File: src/rtl/kmeans_host_link_pkg.sv
// Shared definitions for the k-means host link: core register map,
// link FSM states and the run-timeout counter width.
package kmeans_host_link_pkg;

  // Register numbers used by the core's write-back port
  typedef enum logic [7:0] {
    INTERNAL_STATUS = 8'd0,
    GO              = 8'd1,
    CENT_1          = 8'd2,
    CENT_2          = 8'd3,
    CENT_3          = 8'd4,
    CENT_4          = 8'd5,
    CENT_5          = 8'd6,
    CENT_6          = 8'd7,
    CENT_7          = 8'd8,
    CENT_8          = 8'd9
  } reg_num_e;

  typedef enum logic [1:0] {
    S_IDLE,
    S_LOAD,
    S_RUN,
    S_DONE
  } state_e;

  localparam int unsigned TIMEOUT_W = 20;
  localparam int unsigned N_CENT    = 8;

  // True when a write-back register number addresses a centroid slot
  function automatic logic is_cent_reg(input logic [7:0] num);
    return (num >= CENT_1) && (num <= CENT_8);
  endfunction

endpackage

File: src/rtl/kmeans_cent_bank.sv
// Eight-entry centroid register bank: one synchronous write port with a
// bulk clear, plus a combinational read mux.
module kmeans_cent_bank
  import kmeans_host_link_pkg::*;
#(
  parameter int unsigned DATA_W = 91
) (
  input  logic              clk,
  input  logic              rst,
  input  logic              clr,
  input  logic              we,
  input  logic [2:0]        waddr,
  input  logic [DATA_W-1:0] wdata,
  input  logic [2:0]        rsel,
  output logic [DATA_W-1:0] rdata
);

  logic [DATA_W-1:0] cent [N_CENT];

  // Clear on reset or a new load; otherwise capture core write-backs
  always_ff @(posedge clk or posedge rst) begin
    if (rst) begin
      for (int unsigned i = 0; i < N_CENT; i++) cent[i] <= '0;
    end else if (clr) begin
      for (int unsigned i = 0; i < N_CENT; i++) cent[i] <= '0;
    end else if (we) begin
      cent[waddr] <= wdata;
    end
  end

  assign rdata = cent[rsel];

endmodule

File: src/rtl/kmeans_host_link.sv
// Host link for the k-means core: streams host points into core RAM,
// starts the core, collects centroid write-backs and reports completion.
// Optional run timeout enabled by defining KMEANS_HOST_LINK_TIMEOUT_EN.
module kmeans_host_link
  import kmeans_host_link_pkg::*;
#(
  parameter int unsigned DATA_W = 91,
  parameter int unsigned ADDR_W = 9,
  parameter int unsigned THR_W  = 16
) (
  input  logic              clk,
  input  logic              rst,
  input  logic              start,
  input  logic [ADDR_W-1:0] base_addr,
  input  logic [THR_W-1:0]  thr_in,
  input  logic              pt_valid,
  output logic              pt_ready,
  input  logic [DATA_W-1:0] pt_data,
  input  logic              pt_last,
  output logic [ADDR_W-1:0] adress2core,
  output logic [DATA_W-1:0] data2core,
  output logic              W_R_RAM_N,
  output logic              CHIP_SEL_RAM_N,
  output logic              go_core,
  output logic [ADDR_W-1:0] first_ram_address,
  output logic [ADDR_W-1:0] last_ram_address,
  output logic [THR_W-1:0]  threshold_value,
  input  logic [7:0]        reg_num,
  input  logic              reg_w_r,
  input  logic [DATA_W-1:0] reg_write_data,
  input  logic              interupt,
  input  logic [2:0]        res_sel,
  output logic [DATA_W-1:0] res_data,
  output logic              busy,
  output logic              done,
  output logic              ovf,
  output logic              timeout
);

  state_e            state;
  logic [ADDR_W-1:0] ptr;
  logic              last_pend;
  logic              int_q;
  logic              int_rise;
  logic              accept;
  logic              load_go;
  logic              tmo_hit;
  logic              cent_we;

  assign accept   = pt_valid & pt_ready;
  assign load_go  = start & ((state == S_IDLE) | (state == S_DONE));
  assign int_rise = (state == S_RUN) & interupt & ~int_q;
  assign cent_we  = (state == S_RUN) & reg_w_r & is_cent_reg(reg_num);

`ifdef KMEANS_HOST_LINK_TIMEOUT_EN
  logic [TIMEOUT_W-1:0] tmo_cnt;
  logic                 timeout_q;

  assign tmo_hit = (state == S_RUN) & (tmo_cnt == '1) & ~int_rise;
  assign timeout = timeout_q;

  // Run-length counter: held at zero outside RUN so it starts fresh on entry
  always_ff @(posedge clk or posedge rst) begin
    if (rst) begin
      tmo_cnt   <= '0;
      timeout_q <= 1'b0;
    end else begin
      if (state == S_RUN) tmo_cnt <= tmo_cnt + 1'b1;
      else                tmo_cnt <= '0;
      if (load_go)      timeout_q <= 1'b0;
      else if (tmo_hit) timeout_q <= 1'b1;
    end
  end
`else
  assign tmo_hit = 1'b0;
  assign timeout = 1'b0;
`endif

  // Interrupt history for rising-edge detection
  always_ff @(posedge clk or posedge rst) begin
    if (rst) int_q <= 1'b0;
    else     int_q <= interupt;
  end

  // Link FSM with registered RAM-write, handshake and status outputs.
  // The last beat parks in LOAD for one cycle (last_pend) so RUN begins
  // only after its write pulse has been presented to the core.
  always_ff @(posedge clk or posedge rst) begin
    if (rst) begin
      state             <= S_IDLE;
      ptr               <= '0;
      last_pend         <= 1'b0;
      first_ram_address <= '0;
      last_ram_address  <= '0;
      threshold_value   <= '0;
      adress2core       <= '0;
      data2core         <= '0;
      W_R_RAM_N         <= 1'b1;
      CHIP_SEL_RAM_N    <= 1'b1;
      go_core           <= 1'b0;
      pt_ready          <= 1'b0;
      busy              <= 1'b0;
      done              <= 1'b0;
      ovf               <= 1'b0;
    end else begin
      W_R_RAM_N      <= 1'b1;
      CHIP_SEL_RAM_N <= 1'b1;
      case (state)
        S_IDLE, S_DONE: begin
          if (start) begin
            state             <= S_LOAD;
            ptr               <= base_addr;
            first_ram_address <= base_addr;
            threshold_value   <= thr_in;
            last_pend         <= 1'b0;
            done              <= 1'b0;
            ovf               <= 1'b0;
            pt_ready          <= 1'b1;
            busy              <= 1'b1;
          end
        end
        S_LOAD: begin
          if (last_pend) begin
            state     <= S_RUN;
            last_pend <= 1'b0;
            go_core   <= 1'b1;
          end else if (accept) begin
            W_R_RAM_N      <= 1'b0;
            CHIP_SEL_RAM_N <= 1'b0;
            adress2core    <= ptr;
            data2core      <= pt_data;
            if (ptr != '1) ptr <= ptr + 1'b1;
            if (pt_last || (ptr == '1)) begin
              last_ram_address <= ptr;
              last_pend        <= 1'b1;
              pt_ready         <= 1'b0;
              if (!pt_last) ovf <= 1'b1;
            end
          end
        end
        S_RUN: begin
          if (int_rise || tmo_hit) begin
            state   <= S_DONE;
            go_core <= 1'b0;
            busy    <= 1'b0;
            done    <= 1'b1;
          end
        end
        default: state <= S_IDLE;
      endcase
    end
  end

  kmeans_cent_bank #(
    .DATA_W (DATA_W)
  ) u_cent_bank (
    .clk   (clk),
    .rst   (rst),
    .clr   (load_go),
    .we    (cent_we),
    .waddr (reg_num[2:0] - 3'd2),
    .wdata (reg_write_data),
    .rsel  (res_sel),
    .rdata (res_data)
  );

endmodule

File: config.mk
export PLATFORM = sky130hd
export DESIGN_NAME = kmeans_host_link
export DESIGN_NICKNAME = d
export VERILOG_FILES = /design/src/rtl/kmeans_host_link_pkg.sv /design/src/rtl/kmeans_cent_bank.sv /design/src/rtl/kmeans_host_link.sv
export SDC_FILE = /design/constraint.sdc
export NUM_CORES = 2
export LEC_CHECK = 0
export ABC_CLOCK_PERIOD_IN_PS = 52400
export CORE_AREA = 2 2 247 249
export CTS_BUF_LIST = sky130_fd_sc_hd__clkbuf_8
export CTS_CLUSTER_DIAMETER = 100
export CTS_CLUSTER_SIZE = 30
export DETAILED_ROUTE_END_ITERATION = 8
export DIE_AREA = 0 0 249 251
export DONT_BUFFER_PORTS = 1
export PLACE_DENSITY = 0.8
export SYNTH_ARGS = -nofsm -noshare
export SYNTH_HDL_FRONTEND = slang
export SYNTH_SLANG_ARGS = --single-unit
File: constraint.sdc
create_clock -name clk -period 52.4 [get_ports clk]
set_clock_uncertainty 0.1 [all_clocks]
set_input_delay 13.1 -clock clk [delete_from_list [all_inputs] [get_ports clk]]
set_output_delay 13.1 -clock clk [all_outputs]
set_load 0.03 [all_outputs]
==> flow_summary.toml <==
[status]
status = "finished clean"

[cts]
cts_resized = 0
ctsHtreeMaxLevel = 2
tritoncts_clock_tree = "yes"
hold_buffers = 0
cts-buffers-inserted = 36
cts.sinks = 881
post-cts-setup-buffer-count = 0
clkSlewWorstSetupHoldPaths_ns = 0.16
clock_latency_ns = 0.71
clockBufferDepth = 3
clk_root_buffer_cell = "clkbuf_8"

[placed_design]
finalWeightedCongestion = 0.869
port_buffers = 0
preCtsSetupSlack_ns = 25.10
dpl_wire_length_um = 56600

[setup_path]
r2r.worst_path.cells = 9
worst_path_max_delay_cell = "mux4_2"
endpoint_kind = "primary output"
path_depth = 2
crit_type = "input pin to primary output"
crit_arrival_ns = 14.16
critical_path.cell_chain = "mux4_2 > mux2_2"
crit_family = "multiplexers"
cp.buffers_inverters = 0
timing.critical_path.fanout_max = 182
crit_path_start_kind = "input pin"
critical_path.max_stage_delay_ns = 0.53
critical_path_data_required_time_ns = 39.20

[sta]
timing.final.setup_violations = 0
fraction_of_the_cycle_the_final_worst_path_needs_pct = 52.2
time_the_final_worst_path_needs_with_i_o_delays_and_setup_ns = 27.36
slew_worst_pin_ns = 1.27
post-route-worst-setup-slack_ns = 25.04
grt_setup_unrepaired = "no"
endpoints_failing_hold = 0
totalNegativeSetupSlack_ns = 0
final_max_slew_viol_count = 0
fmax_ghz = 0.0366
slew_headroom_pct = 15.4

[routing]
route.vias.total = 26330
firstDrtPassIters = 6
drc_errors = 0
viasPerCell = 6.89
drt.antenna.violating_nets = 0
detail_route.wirelength_um = 94400
dr.first_iter.drc_count = 2577
wl_per_cell_um = 24.7

[die]
count_of_standard_cell_rows = 90
fp.dieW_um = 249
ioPinCount = 458
initial_core_util_pct = 64.3
fp.dieH_um = 251
fp.dieArea_um2 = 62500
core_area_um2 = 59800

[synthesis]
yosysSeqAreaShare_pct = 57.3
synthesis.instances = 3263
ys_warn_count = 0
netlist-cell-type-count = 40
synth_seq_cells = 881
synthesis.area_per_instance_um2 = 11.8
syn-num-nets = 3493
mappedNetlistArea_um2 = 38400

[finish]
drive_above_1_share_pct = 16.6
final_nets = 3242
final_common_cell = "dfrtp_1"
syn2layout_area_growth_pct = 1.45
mostFrequentLayoutCells = "dfrtp_1 (880), nand3_1 (731), o21ai_0 (711)"
layout.core_utilization_pct = 65.2

[power_and_ir_drop]
leakage_nw = 17.6
power.ir.vdd_worst_v = 0.0000299
totalPowerFinal_mw = 0.977
power.density_nw_per_um2 = 25.0

[flow_run]
max-cap-violations = 0

[grt]
grtUsageTotal_pct = 30.2
number_of_antenna_violations_at_the_first_check_in_global_routing = 22
grt_start_max_net_pins = 220
number_of_global_route_vias_before_repair = 27034
globalRoute.totalOverflow = 0
global_route_wire_length_before_repair_um = 149000

[worst_hold_path]
timing.hold.worst_path_depth = 2
min_path_type = "flop to flop"
-- worst paths after layout --
kind / endpoint / from / slack, ns
min in group asynchronous: threshold_value[13] / rst / 12.19
setup / recovery: res_data[53] / res_sel[0] / 25.04
max in group asynchronous: u_cent_bank.cent[567] / rst / 36.46
hold reg to reg: u_cent_bank.cent[203] / u_cent_bank.cent[203] / 0.42
hold / removal: u_cent_bank.cent[203] / u_cent_bank.cent[203] / 0.42
setup reg to reg: u_cent_bank.cent[19] / state[0] / 46.49
-- per-layer routing --
metal / vias up / GRT usage, % / routed length (um)
li1: 11383 / - / -
met4: 16 / 13.7 / 4140
met3: 222 / 6.30 / 7490
met5: - / 0 / 108
met2: 1134 / 50.4 / 47400
met1: 13575 / 38.5 / 35300
-- area by class of cell --
cell class | instances | area [um2]
Clock inverter | 16 | 110
Fill cell | 4333 | 20800
Tap cell | 782 | 978
Clock buffer | 37 | 509
Sequential cell | 881 | 22000
Multi-Input combinational cell | 2052 | 15000
Timing Repair Buffer | 33 | 260
Inverter | 8 | 37.5
Antenna cell | 15 | 37.5
-- stage by stage --
stage / instances / hold WS, ns / instance area, um2
after global placement: 3756 / 0.375 / 38400
after detailed placement: 3756 / 0.384 / 38400
after CTS: 3809 / 0.420 / 39000
after global routing: 3821 / 0.441 / 39000
after floorplan: 3263 / 0.363 / 38400
final: 3824 / 0.416 / 39000
-- Yosys cell counts (all sizes together) --
cell type  number  area [um2]
mux4          182        4100
o22ai           5        31.3
o21ai         739        3700
conb            1        3.75
a2bb2oi         3        26.3
a211o           1        8.76
nor3            1        5.00
a22o            1        8.76
dfrtp         880       22000
and3b           2        17.5
a211oi          1        12.5
nor2            3        13.8
nor4b           1        23.8
mux2i           6        60.1
a2111oi         1        8.76
nand3b          1        7.51
nand4           1        6.26
o211ai          1        7.51
dfstp           1        26.3
a21oi          13        65.1
o31ai           2        15.0
clkbuf        117         439
nor3b           4        30.0
and2            1        6.26
nor2b           2        12.5
mux2          225        2530
nand3         740        3700
and4            2        17.5
nand2         106         400
buf           205        1030
o22a            1        8.76
nand2b          1        6.26
inv             8        30.0
ha              5        62.6
-- cell families after synthesis --
logic type                 Yosys count  share of synthesized area (%)
DFF                                881                           57.3
and+or+nand+nor                    865                           11.1
AOI/OAI and AO/OA                  768                           10.1
muxes                              413                           17.4
buffers and inverters              330                           3.90
adders and majority gates            5                          0.163
other                                1                        0.00975
-- sequential cells by signal, summed over array words and instances (netlist names), 2 cells and up --
signal and flops:
u_cent_bank.cent 728, data2core 91, threshold_value 16, adress2core 9, first_ram_address 9, last_ram_address 9, ptr 9, state 2
-- power breakdown --
| group | total [mW] | internal [mW] | switching [mW] |
|---|---|---|---|
| sequential | 0.680 | 0.680 | 0.0000108 |
| combinational | 0.0275 | 0.00749 | 0.0200 |
| clock | 0.269 | 0.0695 | 0.200 |
-- worst register-to-register path, cell delays in order (launching register included) --
cell     delay [ns]
dfrtp_1        0.42
inv_1          0.07
ha_1           0.43
nand2_8        0.68
buf_12         0.64
buf_4          0.95
buf_4          0.95
buf_4          0.93
nand2_1        0.39
o21ai_0        0.27
(Power assumes the default switching activity.)
